File: src/rtl/mmio_initiator.sv
// Bus-master end of the word-addressed MMIO/memory port: one byte-addressed
// load/store per handshake, lane steering on stores, align/extend on loads.
module mmio_initiator #(
    parameter int ADDR_WIDTH   = 14,
    parameter int READ_LATENCY = 1
) (
    input  logic                  clock,
    input  logic                  reset,
    input  logic                  req_valid,
    output logic                  req_ready,
    input  logic [ADDR_WIDTH+1:0] req_addr,
    input  logic                  req_write,
    input  logic [1:0]            req_size,
    input  logic                  req_unsigned,
    input  logic [31:0]           req_wdata,
    output logic                  resp_valid,
    input  logic                  resp_ready,
    output logic [31:0]           resp_rdata,
    output logic                  resp_error,
    output logic [ADDR_WIDTH-1:0] address,
    output logic [3:0]            byteena,
    output logic                  clken,
    output logic [31:0]           data,
    output logic                  wren,
    input  logic [31:0]           q
);
    localparam logic [1:0] S_IDLE  = 2'd0;
    localparam logic [1:0] S_ISSUE = 2'd1;
    localparam logic [1:0] S_WAIT  = 2'd2;
    localparam logic [1:0] S_RESP  = 2'd3;
    localparam int CW = $clog2(READ_LATENCY + 1);

    logic [1:0]            state_q, state_d;
    logic [CW-1:0]         cnt_q, cnt_d;
    logic [1:0]            off_q, off_d;
    logic [1:0]            size_q, size_d;
    logic                  uns_q, uns_d;
    logic                  write_q, write_d;
    logic                  req_ready_q, req_ready_d;
    logic                  resp_valid_q, resp_valid_d;
    logic [31:0]           resp_rdata_q, resp_rdata_d;
    logic                  resp_error_q, resp_error_d;
    logic [ADDR_WIDTH-1:0] address_q, address_d;
    logic [3:0]            byteena_q, byteena_d;
    logic                  clken_q, clken_d;
    logic [31:0]           data_q, data_d;
    logic                  wren_q, wren_d;

    logic                  illegal;
    logic [3:0]            be_dec;
    logic [31:0]           wdata_dec;
    logic [31:0]           q_shift;
    logic [31:0]           load_ext;

    always_comb begin
        illegal = (req_size == 2'd3) ||
                  (req_size == 2'd1 && req_addr[0]) ||
                  (req_size == 2'd2 && req_addr[1:0] != 2'd0);
        case (req_size)
            2'd0:    begin be_dec = 4'b0001 << req_addr[1:0]; wdata_dec = {4{req_wdata[7:0]}}; end
            2'd1:    begin be_dec = req_addr[1] ? 4'b1100 : 4'b0011; wdata_dec = {2{req_wdata[15:0]}}; end
            default: begin be_dec = 4'b1111; wdata_dec = req_wdata; end
        endcase
    end

    always_comb begin
        q_shift = q >> {off_q, 3'b000};
        case (size_q)
            2'd0:    load_ext = uns_q ? {24'd0, q_shift[7:0]} : {{24{q_shift[7]}}, q_shift[7:0]};
            2'd1:    load_ext = uns_q ? {16'd0, q_shift[15:0]} : {{16{q_shift[15]}}, q_shift[15:0]};
            default: load_ext = q_shift;
        endcase
    end

    always_comb begin
        state_d      = state_q;
        cnt_d        = cnt_q;
        off_d        = off_q;
        size_d       = size_q;
        uns_d        = uns_q;
        write_d      = write_q;
        req_ready_d  = req_ready_q;
        resp_valid_d = resp_valid_q;
        resp_rdata_d = resp_rdata_q;
        resp_error_d = resp_error_q;
        address_d    = address_q;
        byteena_d    = byteena_q;
        data_d       = data_q;
        clken_d      = 1'b0;
        wren_d       = 1'b0;
        case (state_q)
            S_IDLE: begin
                if (req_valid && req_ready_q) begin
                    off_d       = req_addr[1:0];
                    size_d      = req_size;
                    uns_d       = req_unsigned;
                    write_d     = req_write;
                    req_ready_d = 1'b0;
                    if (illegal) begin
                        // Rejected requests answer directly and never touch the bus.
                        resp_valid_d = 1'b1;
                        resp_error_d = 1'b1;
                        resp_rdata_d = '0;
                        state_d      = S_RESP;
                    end else begin
                        clken_d   = 1'b1;
                        wren_d    = req_write;
                        address_d = req_addr[ADDR_WIDTH+1:2];
                        byteena_d = be_dec;
                        data_d    = wdata_dec;
                        state_d   = S_ISSUE;
                    end
                end
            end
            S_ISSUE: begin
                if (write_q) begin
                    resp_valid_d = 1'b1;
                    resp_error_d = 1'b0;
                    resp_rdata_d = '0;
                    state_d      = S_RESP;
                end else begin
                    cnt_d   = CW'(READ_LATENCY);
                    state_d = S_WAIT;
                end
            end
            S_WAIT: begin
                cnt_d = cnt_q - CW'(1);
                if (cnt_q == CW'(1)) begin
                    resp_valid_d = 1'b1;
                    resp_error_d = 1'b0;
                    resp_rdata_d = load_ext;
                    state_d      = S_RESP;
                end
            end
            default: begin
                if (resp_ready) begin
                    resp_valid_d = 1'b0;
                    req_ready_d  = 1'b1;
                    state_d      = S_IDLE;
                end
            end
        endcase
    end

    always_ff @(posedge clock or posedge reset) begin
        if (reset) begin
            state_q      <= S_IDLE;
            cnt_q        <= '0;
            off_q        <= '0;
            size_q       <= '0;
            uns_q        <= 1'b0;
            write_q      <= 1'b0;
            req_ready_q  <= 1'b1;
            resp_valid_q <= 1'b0;
            resp_rdata_q <= '0;
            resp_error_q <= 1'b0;
            address_q    <= '0;
            byteena_q    <= '0;
            clken_q      <= 1'b0;
            data_q       <= '0;
            wren_q       <= 1'b0;
        end else begin
            state_q      <= state_d;
            cnt_q        <= cnt_d;
            off_q        <= off_d;
            size_q       <= size_d;
            uns_q        <= uns_d;
            write_q      <= write_d;
            req_ready_q  <= req_ready_d;
            resp_valid_q <= resp_valid_d;
            resp_rdata_q <= resp_rdata_d;
            resp_error_q <= resp_error_d;
            address_q    <= address_d;
            byteena_q    <= byteena_d;
            clken_q      <= clken_d;
            data_q       <= data_d;
            wren_q       <= wren_d;
        end
    end

    assign req_ready  = req_ready_q;
    assign resp_valid = resp_valid_q;
    assign resp_rdata = resp_rdata_q;
    assign resp_error = resp_error_q;
    assign address    = address_q;
    assign byteena    = byteena_q;
    assign clken      = clken_q;
    assign data       = data_q;
    assign wren       = wren_q;
endmodule

File: config.mk
export PLATFORM = sky130hd
export DESIGN_NAME = mmio_initiator
export DESIGN_NICKNAME = d
export VERILOG_FILES = /design/src/rtl/mmio_initiator.sv
export SDC_FILE = /design/constraint.sdc
export NUM_CORES = 1
export LEC_CHECK = 0
export CORE_ASPECT_RATIO = 0.75
export CORE_UTILIZATION = 48
export CTS_CLUSTER_DIAMETER = 100
export DETAILED_ROUTE_END_ITERATION = 7
export GPL_TIMING_DRIVEN = 0
export PLACE_DENSITY = 0.84
export SYNTH_ARGS = -nofsm -noshare
export SYNTH_HDL_FRONTEND = slang
export SYNTH_SLANG_ARGS = --single-unit
File: constraint.sdc
create_clock -name clock -period 5.3 [get_ports clock]
set_input_delay 0.795 -clock clock [delete_from_list [all_inputs] [get_ports clock]]
set_output_delay 0.795 -clock clock [all_outputs]
set_load 0.01 [all_outputs]
==> Word-level counts from Yosys, hierarchy flattened <==
Cells that the tools add are included.
{ "totals": {"word_cells": 89, "reg_bits": 96, "mem_bits_rw": 0, "input_bits": 88, "mem_count": 0, "latch_bits": 0, "out_inout_bits": 87, "rom_bits": 0} }
{ "op_classes": {"shift": 2, "n_addsub": 1, "multipliers": 0, "bitwise": 2, "n_lt_le_gt_ge": 0, "n_reduce_logical": 21, "n_mux": 37, "eq_ne": 11, "n_div": 0} }
{ "ops": {"columns": ["operator", "count"], "rows": [
  ["2-to-1 mux 32 bit", 6],
  ["case mux 32 bit (2 select lines)", 2],
  ["case mux 32 bit (3 select lines)", 1],
  ["right shift 32 x 5 -> 32 bit", 1],
  ["2-to-1 mux 1 bit", 17],
  ["!= test 2 bit, second input constant", 5],
  ["AND reduction 5 bit", 2],
  ["AND reduction 3 bit", 3],
  ["2-to-1 mux 2 bit", 4],
  ["case mux 4 bit (2 select lines)", 1],
  ["equality test 2 x 1 -> 1 bit, second input constant", 3],
  ["equality test 2 bit, second input constant", 3],
  ["logical NOT 2 bit", 3],
  ["case mux 1 bit (3 select lines)", 2],
  ["case mux 2 bit (3 select lines)", 1],
  ["nonzero test 2 bit", 3],
  ["2-to-1 mux 4 bit", 1],
  ["case mux 1 bit (2 select lines)", 2],
  ["AND reduction 2 bit", 2],
  ["nonzero test 4 bit", 1],
  ["<< shifter 1 x 2 -> 4 bit, first input constant", 1],
  ["logical AND 1 bit", 3],
  ["nonzero test 3 bit", 1],
  ["logical OR 1 bit", 2],
  ["3 further kinds", 4]
]} }

==> Depth between registers and ports, before layout <==
Gate-level depths: netlist of the first run.
{ "depth": {"word_depth": 7, "depth_mapped": 8} }

==> Worst setup path before layout of the first run <==
OpenSTA, ideal clock, no wires.
{ "synth_timing": {"kind": "input-to-reg", "start": "input req_size[1]", "end": "register resp_rdata_q[0] (netlist: resp_rdata[0])", "setup_slack_ns": 3.238, "n_path_buf": 3, "cell_stages": 7, "arrival_ns": 1.940, "path_cell_list": "clkbuf_1 > o21ai_1 > nand3_1 > and4b_1 > buf_2 > buf_6 > a32o_1"} }
{ "synth_via": {"elab_chain_cells": 6, "word_cells_on_any_way": 9, "classes_between": "eq/ne: 4; reduce/logical: 5"} }
{ "synth_lines": {"columns": ["element", "line", "text"], "rows": [
  ["start: declaration", "13", "input logic [1:0] req_size,"],
  ["equality test 2 x 1 -> 1 bit", "57", "(req_size == 2'd1 && req_addr[0]) ||"],
  ["logical AND 1 bit", "57", null],
  ["logical OR 1 bit", "56", "illegal = (req_size == 2'd3) ||"],
  ["logical OR 1 bit *", "57", null],
  ["!= test 2 bit (no line) *", null, null],
  ["AND reduction 5 bit (no line) *", null, null],
  ["end signal: assignment", "171", "resp_rdata_q <= resp_rdata_d;"],
  ["end: declaration", "41", "logic [31:0] resp_rdata_q, resp_rdata_d;"]
]} }
Mark *: on every way between the ends. The rest lies on a longest branch, timed or not.
A chain may end at the register's enable or synchronous reset.

==> Final worst setup path of the first run <==
{ "layout_timing": {"start": "input req_addr[1]", "end": "register data_q[16] (netlist: data[16])"} }
{ "layout_via": {"elab_chain_cells": 5} }
{ "layout_lines": {"columns": ["element", "line", "text"], "rows": [
  ["start: declaration", "11", "input logic [ADDR_WIDTH+1:0] req_addr,"],
  ["nonzero test 2 bit", "58", "(req_size == 2'd2 && req_addr[1:0] != 2'd0);"],
  ["logical AND 1 bit", "58", null],
  ["logical OR 1 bit", "57", null],
  ["NOT 1 bit (no line)", null, null],
  ["AND reduction 3 bit (no line)", null, null],
  ["end signal: assignment", "176", "data_q <= data_d;"],
  ["end: declaration", "46", "logic [31:0] data_q, data_d;"]
]} }
Every way passes these cells.

==> summary.md, run 1 <==
| Metric | Value |
|---|---|
| Crit end category | `flip-flop` |
| Cell variety after synth | `46` |
| Hold path cells | `2` |
| Num CTS Buffers | `9` |
| Drt total wl | `roughly 14 mm` |
| I/O Buffers | `between 150 and 200` |
| Yosys reg bits | `between 90 and 100` |
| Post-synth top area cell | `dfrtp_1` |
| Post-Layout Cell Count | `801` |
| Nets | `around 760` |
| Vias | `between 4k and 5k` |
| Die width | `between 100 and 150 µm` |
| Power Density | `just under 600 nW/µm²` |
| Max-slew headroom | `a little under three fifths` |
| DIE HEIGHT | `88.1 µm` |
| Status | `completed` |
| Synth Area per Inst | `9.86 µm²` |
| Worst Clk Skew | `a little under 0.004 ns` |
| Layout cell share with drive strength beyond 1 | `~7%` |
| Total negative slack | `0 ns` |
| Num ports | `about 180` |
| Post-Syn Instances | `about 480` |
| FMAX | `421 MHz` |
| Core Rows | `31` |
| Post-synthesis xor/xnor area fraction | `less than 1%` |
| Pin count of the biggest net entering global routing | `56` |
| Reg2reg path depth | `7` |
| First-pass GRT wire length | `22.4 mm` |
| RSZ-0062 raised after global routing | `false` |
| Post-cts sizing count | `0` |
| Sequential Power Share | `around 31%` |
| ANT cells | `0` |
| Worst path bufs/invs | `2` |
| Clock share of power | `approximately 18%` |
| Tot GR Track Use | `roughly 29%` |
| Worst VDD drop | `~290 µV` |
| Pint | `2.56 mW` |
| Setup violators final | `0` |
| Initial Util | `49.3%` |
| CTS sink cnt | `96` |
| Net Sw Frac | `approximately 37%` |
| Layout area overhead | `47.5%` |
| Mux contribution to synthesized area | `between 10% and 20%` |
| Mapped cell area | `~4700 µm²` |
| Post-synthesis adder-cell area fraction | `between 1 and 1.5%` |
| Post-Synth Simple-Gate Area | `between 10 and 15%` |
| Worst R2R Setup Slack | `3.14 ns` |
| Placed Instances | `786` |
| Hold path startpoint | `data[4]` |
| Hold Path End | `data[4]` |
| Gpl congestion | `roughly 0.88` |
| CP Max Fanout | `10` |
| Worst reg2reg startpoint | `state_q[0]` |
| Crit path max-delay family | `buffers and inverters` |
| Power share of the combinational group | `between 50% and 60%` |
| CP Class | `input pin to flip-flop` |
| Critical path data required time | `5.50 ns` |
| Yosys top cell area share | `between 50% and 60%` |
| Clk_lat worst skew | `about 0.34 ns` |
| Top cells by count, synth | `nand2_1, dfrtp_1, o21ai_0, mux2i_1, a32o_1` |
| Crit path launch type | `input pin` |
| Cells along the critical path | `clkdlybuf4s50_1 > o21ai_1 > nand3_1 > clkbuf_1 > nand2_1 > o21ai_0` |
| Final Critical Period | `about 2.4 ns` |
| Drt first pass iters | `5` |
| Synth Flop Type | `dfrtp_1` |
| Clock transition at path regs | `0.06 ns` |
| Fillcell total | `743` |
| Number of flops mapped to enable cells by yosys | `0` |
| Final HPWL DP | `10.6 mm` |
| Final Slew Violations | `0` |
| Max Buffers Root-to-Sink | `2` |
| Drt wl/cell | `around 17 µm` |
| Remaining antenna violation count | `0` |
| Place WS | `around 2.6 ns` |
| Clk root buf | `clkbuf_16` |
| Share of flip-flops with an asynchronous set or reset | `100%` |
| Total grt overflow | `0` |
| P_leak | `approximately 3.2 nW` |
| Switch Pwr | `~1.5 mW` |
| Period utilization | `roughly 45%` |
| CTS H-Tree Depth | `3` |
| DIE AREA | `about 10000 µm²` |
| Layout Utilization | `between 70% and 80%` |
| Hold Fails Final Rpt | `0` |
| Slowest CP cell | `clkdlybuf4s50_1` |
| Tot Pwr | `about 4.0 mW` |
| Synthesized Nets | `573` |
| Register Area | `between 2000 and 2500 µm²` |
| Register area share after synthesis | `about half` |
| Core area | `roughly 9600 µm²` |
| Starting DRC count in detailed routing | `~240` |
| Synth warn | `0` |
| Setup bufs post-CTS | `0` |
| DRC | `0` |
| Drt via density | `5.56` |
| Slack of the critical path | `2.93 ns` |
| Number of global-route vias before repair | `4473` |
| Reg-to-Reg End | `data[16]` |
| Area of the multi-input gates | `~2100 µm²` |
| Worst-Margin Slew | `approximately 0.65 ns` |
| Worst EP arrival | `around 2.6 ns` |
| Initial antenna violation count | `0` |
| Top-count cell post-synth | `nand2_1` |
| Hold_buf cts | `0` |
| HP Class | `flip-flop to flip-flop` |
| Max incr delay on CP | `approximately 0.54 ns` |
| CTS tree | `done` |
| Largest family of logic cells by synthesized area | `compound AO/OA/AOI/OAI gates` |
| Area contributors post-synth | `dfrtp_1, nand2_1, mux2i_1` |
| Maxcap violations | `0` |
| Synth Area in Compound Gates | `between 10% and 20%` |
final cells by class:
cell class              count  share of cell area [%]
flip-flops and latches     96                    34.4
plain buffers              33                    2.63
repair buffers            173                    25.0
well taps                 132                    2.36
clock buffers              12                    3.52
inverters                  13                   0.733
multi-input cells         339                    30.1
clock inverters             3                    1.29
worst max path at each step:
stage | depth (start not counted) | slack (ns) | startpoint | endpoint
2_1_floorplan | 1 | 2.00 | reset | address[0]
3_3_place_gp | 2 | 0.61 | reset | resp_valid
3_5_place_dp | 7 | 2.61 | req_addr[1] | data[2]
4_1_cts | 6 | 2.93 | req_addr[1] | data[16]
5_1_grt | 6 | 2.80 | req_addr[1] | data[8]
6_report | 6 | 2.93 | req_addr[1] | data[16]
per-stage QoR:
stage	hold WS, ns	cell area [µm²]
detailed placement	0.462	6660
finish	0.474	6990
global placement	0.457	6630
CTS	0.477	6990
floorplan	0.497	4740
global route	0.499	6990
sequential cells by signal, indices dropped and copies added, names as in the netlist:
name / flops
data: 32
cnt_q: 1
state_q: 2
uns_q: 1
byteena: 4
resp_error: 1
off_q: 2
wren: 1
size_q: 2
address: 14
write_q: 1
req_ready: 1
resp_valid: 1
resp_rdata: 32
clken: 1
power groups by stage:
stage | Clock [mW] | Sequential [mW] | Combinational (mW)
floorplan | 0 | 1.37 | 0.968
global placement | 0 | 1.25 | 1.95
detailed placement | 0 | 1.27 | 2.01
CTS | 0.744 | 1.26 | 2.03
global route | 0.776 | 1.30 | 2.21
finish | 0.739 | 1.26 | 2.03
layout by cell type (no fill, tap or decap), types with 11 or more instances in the layout:
master and count:
clkdlybuf4s50_1 172, a21oi_1 12, dfrtp_1 95, clkbuf_1 16, nand2_1 132, mux2i_1 48
nor2_1 13, buf_2 11, a32o_1 22, o21ai_0 52
routing by layer:
metal	wire, µm	part of all wire, %	vias to the layer above	GRT usage, %
li1	-	-	2046	-
met1	6030	43	2192	38.3
met2	6710	48	191	46.5
met3	960	6.9	26	6.78
met4	277	2.0	0	8.29
met5	0	0	-	0
worst min-delay path: cells and delay by family (launching register included):
kind	cells	cell delay, ns
simple gates	2	0.10
flops	1	0.34
kinds of logic after synthesis:
family / count (synthesis)
XOR/XNOR: 2
buffers and inverters: 46
AO/OA/AOI/OAI: 115
AND/OR/NAND/NOR: 163
multiplexers: 55
flip-flops: 96
adder cells (fa/ha/maj): 4
Note: power is estimated with default switching activity, not from simulation.
==> inputs of run 2 (changes only) <==
Settings changed: CORE_UTILIZATION 48 to 41, PLACE_DENSITY 0.84 to 0.76.
Clock period 5.3 ns to 1.9 ns, I/O delays scaled along.
==> run 2 against run 1 <==
Compared with the run above:
- sequential share of layout area is 0.75 points lower
- non-clock buffer count increased by 7
- clock skew increased by 0.0033 ns
- highest routed layer unchanged
- register-to-register slack worse by 3.1 ns
- global-route usage fell by 4.3 points
- total power rose to 2.9 times the previous value
==> summary.md, run 2 (synthesis gave the netlist of run 1 again) <==
| Metric | Value |
|---|---|
| Status | `completed (unchanged)` |
| Layout Utilization | `64.4% (was 72.7%)` |
| Drt via density | `5.39 (was 5.56)` |
| CP Max Fanout | `10 (unchanged)` |
| Clk root buf | `clkbuf_16 (unchanged)` |
| Reg-to-Reg End | `resp_rdata[28] (was data[16])` |
| DIE AREA | `12000 µm² (was 10300 µm²)` |
| CTS sink cnt | `96 (unchanged)` |
| CTS H-Tree Depth | `3 (unchanged)` |
| Core Rows | `33 (was 31)` |
| Max-slew headroom | `54.4% (was 56.7%)` |
| Tot Pwr | `11.5 mW (was 4.03 mW)` |
| I/O Buffers | `172 (unchanged)` |
| Pin count of the biggest net entering global routing | `42 (was 56)` |
| Total negative slack | `0 ns (unchanged)` |
| Commonest non-fill, non-tap cells in the layout | `clkdlybuf4s50_1, nand2_1, dfrtp_1 (unchanged)` |
| Final Slew Violations | `0 (unchanged)` |
| CTS tree | `done (unchanged)` |
| FMAX | `537 MHz` |
| Num CTS Buffers | `9 (unchanged)` |
| Drt wl/cell | `17.8 µm (was 17.5 µm)` |
| P_leak | `3.20 nW (was 3.15 nW)` |
| Number of global-route vias before repair | `4318 (was 4473)` |
| Layout cell share with drive strength beyond 1 | `10.9% (was 7.03%)` |
| Critical path data required time | `2.13 ns (was 5.50 ns)` |
| Hold Fails Final Rpt | `0 (unchanged)` |
| Clock transition at path regs | `0.07 ns (was 0.06 ns)` |
| Place WS | `-0.307 ns (was 2.61 ns)` |
| Worst Clk Skew | `0.00723 ns (was 0.00391 ns)` |
| Post-route cell area | `7150 µm² (was 6990 µm²)` |
| Nets | `764 (was 757)` |
| Remaining antenna violation count | `0 (unchanged)` |
| Hold_buf cts | `0 (unchanged)` |
| First-pass GRT wire length | `22.5 mm (was 22.4 mm)` |
| Layout area overhead | `50.9% (was 47.5%)` |
| Initial antenna violation count | `0 (unchanged)` |
| Slack of the critical path | `0.0382 ns (was 2.93 ns)` |
| Clk_lat worst skew | `0.34 ns (about the same)` |
| Period utilization | `between 90% and 100%` |
| Die width | `126 µm (was 117 µm)` |
| Worst R2R Setup Slack | `0.04 ns (was 3.14 ns)` |
| Starting DRC count in detailed routing | `271 (was 244)` |
| Hold slack | `0.300 ns (was 0.474 ns)` |
| Gpl congestion | `0.905 (was 0.880)` |
| Dpl cell area | `6680 µm² (was 6660 µm²)` |
| Crit path launch type | `flip-flop (was input pin)` |
| Worst VDD drop | `781 µV (was 285 µV)` |
| ANT cells | `0 (unchanged)` |
| Power Density | `1610 nW/µm² (was 576 nW/µm²)` |
| Most common library cell in the layout ignoring fill and taps | `clkdlybuf4s50_1 (unchanged)` |
| Final Critical Period | `roughly 1.9 ns` |
| Drt total wl | `14.5 mm (was 14.0 mm)` |
| Reg2reg path depth | `8 (was 7)` |
| Worst-Margin Slew | `0.685 ns (was 0.649 ns)` |
| Total grt overflow | `0 (unchanged)` |
| DIE HEIGHT | `95.1 µm (was 88.1 µm)` |
| Tot GR Track Use | `24.2% (was 28.6%)` |
| Core area | `11100 µm² (was 9620 µm²)` |
| Setup violators final | `0 (unchanged)` |
| Placed Instances | `795 (was 786)` |
| Crit end category | `flip-flop (unchanged)` |
| HP Class | `input pin to async pin (was flip-flop to flip-flop)` |
| Vias | `4406 (was 4455)` |
| Drt first pass iters | `5 (unchanged)` |
| Max Buffers Root-to-Sink | `2 (unchanged)` |
| Num ports | `175 (unchanged)` |
| Final HPWL DP | `11.2 mm (was 10.6 mm)` |
| Worst reg2reg startpoint | `state_q[0] (unchanged)` |
| DRC | `0 (unchanged)` |
| CP Class | `flip-flop to flip-flop (was input pin to flip-flop)` |
| Worst EP arrival | `2.09 ns (was 2.57 ns)` |
| Maxcap violations | `0 (unchanged)` |
| Initial Util | `42.7% (was 49.3%)` |
| Post-Layout Cell Count | `817 (was 801)` |
==> run 2: cell count changes in the layout (fill, tap and decap cells not counted), sizes merged <==
cell      previous run  this run
inv                 13        15
buf                 19        24
clkinv               0         1
bufinv               3         2
clkbuf              27        26
clkinvlp             0         2
==> run 2: area by class of cell <==
cell class / count / area (µm²)
fill: 853 / 3950
sequential: 96 / 2400
multi-input combinational: 339 / 2190
timing repair buffer: 180 / 1810
clock buffer: 9 / 225
buffer: 33 / 195
tap: 140 / 175
clock inverter: 7 / 101
inverter: 13 / 55.1
==> run 2: critical path, stage by stage (launching register included) <==
cell and delay, ns:
dfrtp_2 0.47, inv_4 0.09, ha_4 0.17, a21boi_4 0.21, nor3_2 0.07, and4b_1 0.20, clkbuf_4 0.17, buf_6 0.15
a32o_1 0.22
==> run 2: worst max path at each step <==
stage / startpoint / endpoint / slack [ns]
after floorplan: state_q[0] / resp_rdata[0] / 0.10
after global placement: reset / resp_rdata[27] / -0.49
after detailed placement: req_addr[0] / data[20] / -0.31
after CTS: state_q[0] / resp_rdata[28] / 0.04
after global routing: state_q[0] / resp_rdata[4] / -0.02
final: state_q[0] / resp_rdata[28] / 0.04
==> run 2: layer usage <==
metal | vias up | share of wire, % | GRT usage, %
met5 | - | 0 | 0
met4 | 0 | 2.2 | 8.13
met3 | 26 | 5.1 | 4.66
met2 | 164 | 46 | 37.2
met1 | 2136 | 46 | 34.4
li1 | 2080 | - | -
==> run 2: what timing repair did <==
action                     in CTS  in global routing
setup endpoints to repair      81                 78
resized for setup              13                 16
pin swaps                       1                  3
buffers inserted                2                  4
==> run 2: power breakdown <==
| part | switching (mW) | internal [mW] |
|---|---|---|
| Combinational | 2.94 | 3.08 |
| Clock | 0.806 | 1.17 |
| Sequential | 0.570 | 2.95 |
| Total | 4.32 | 7.19 |
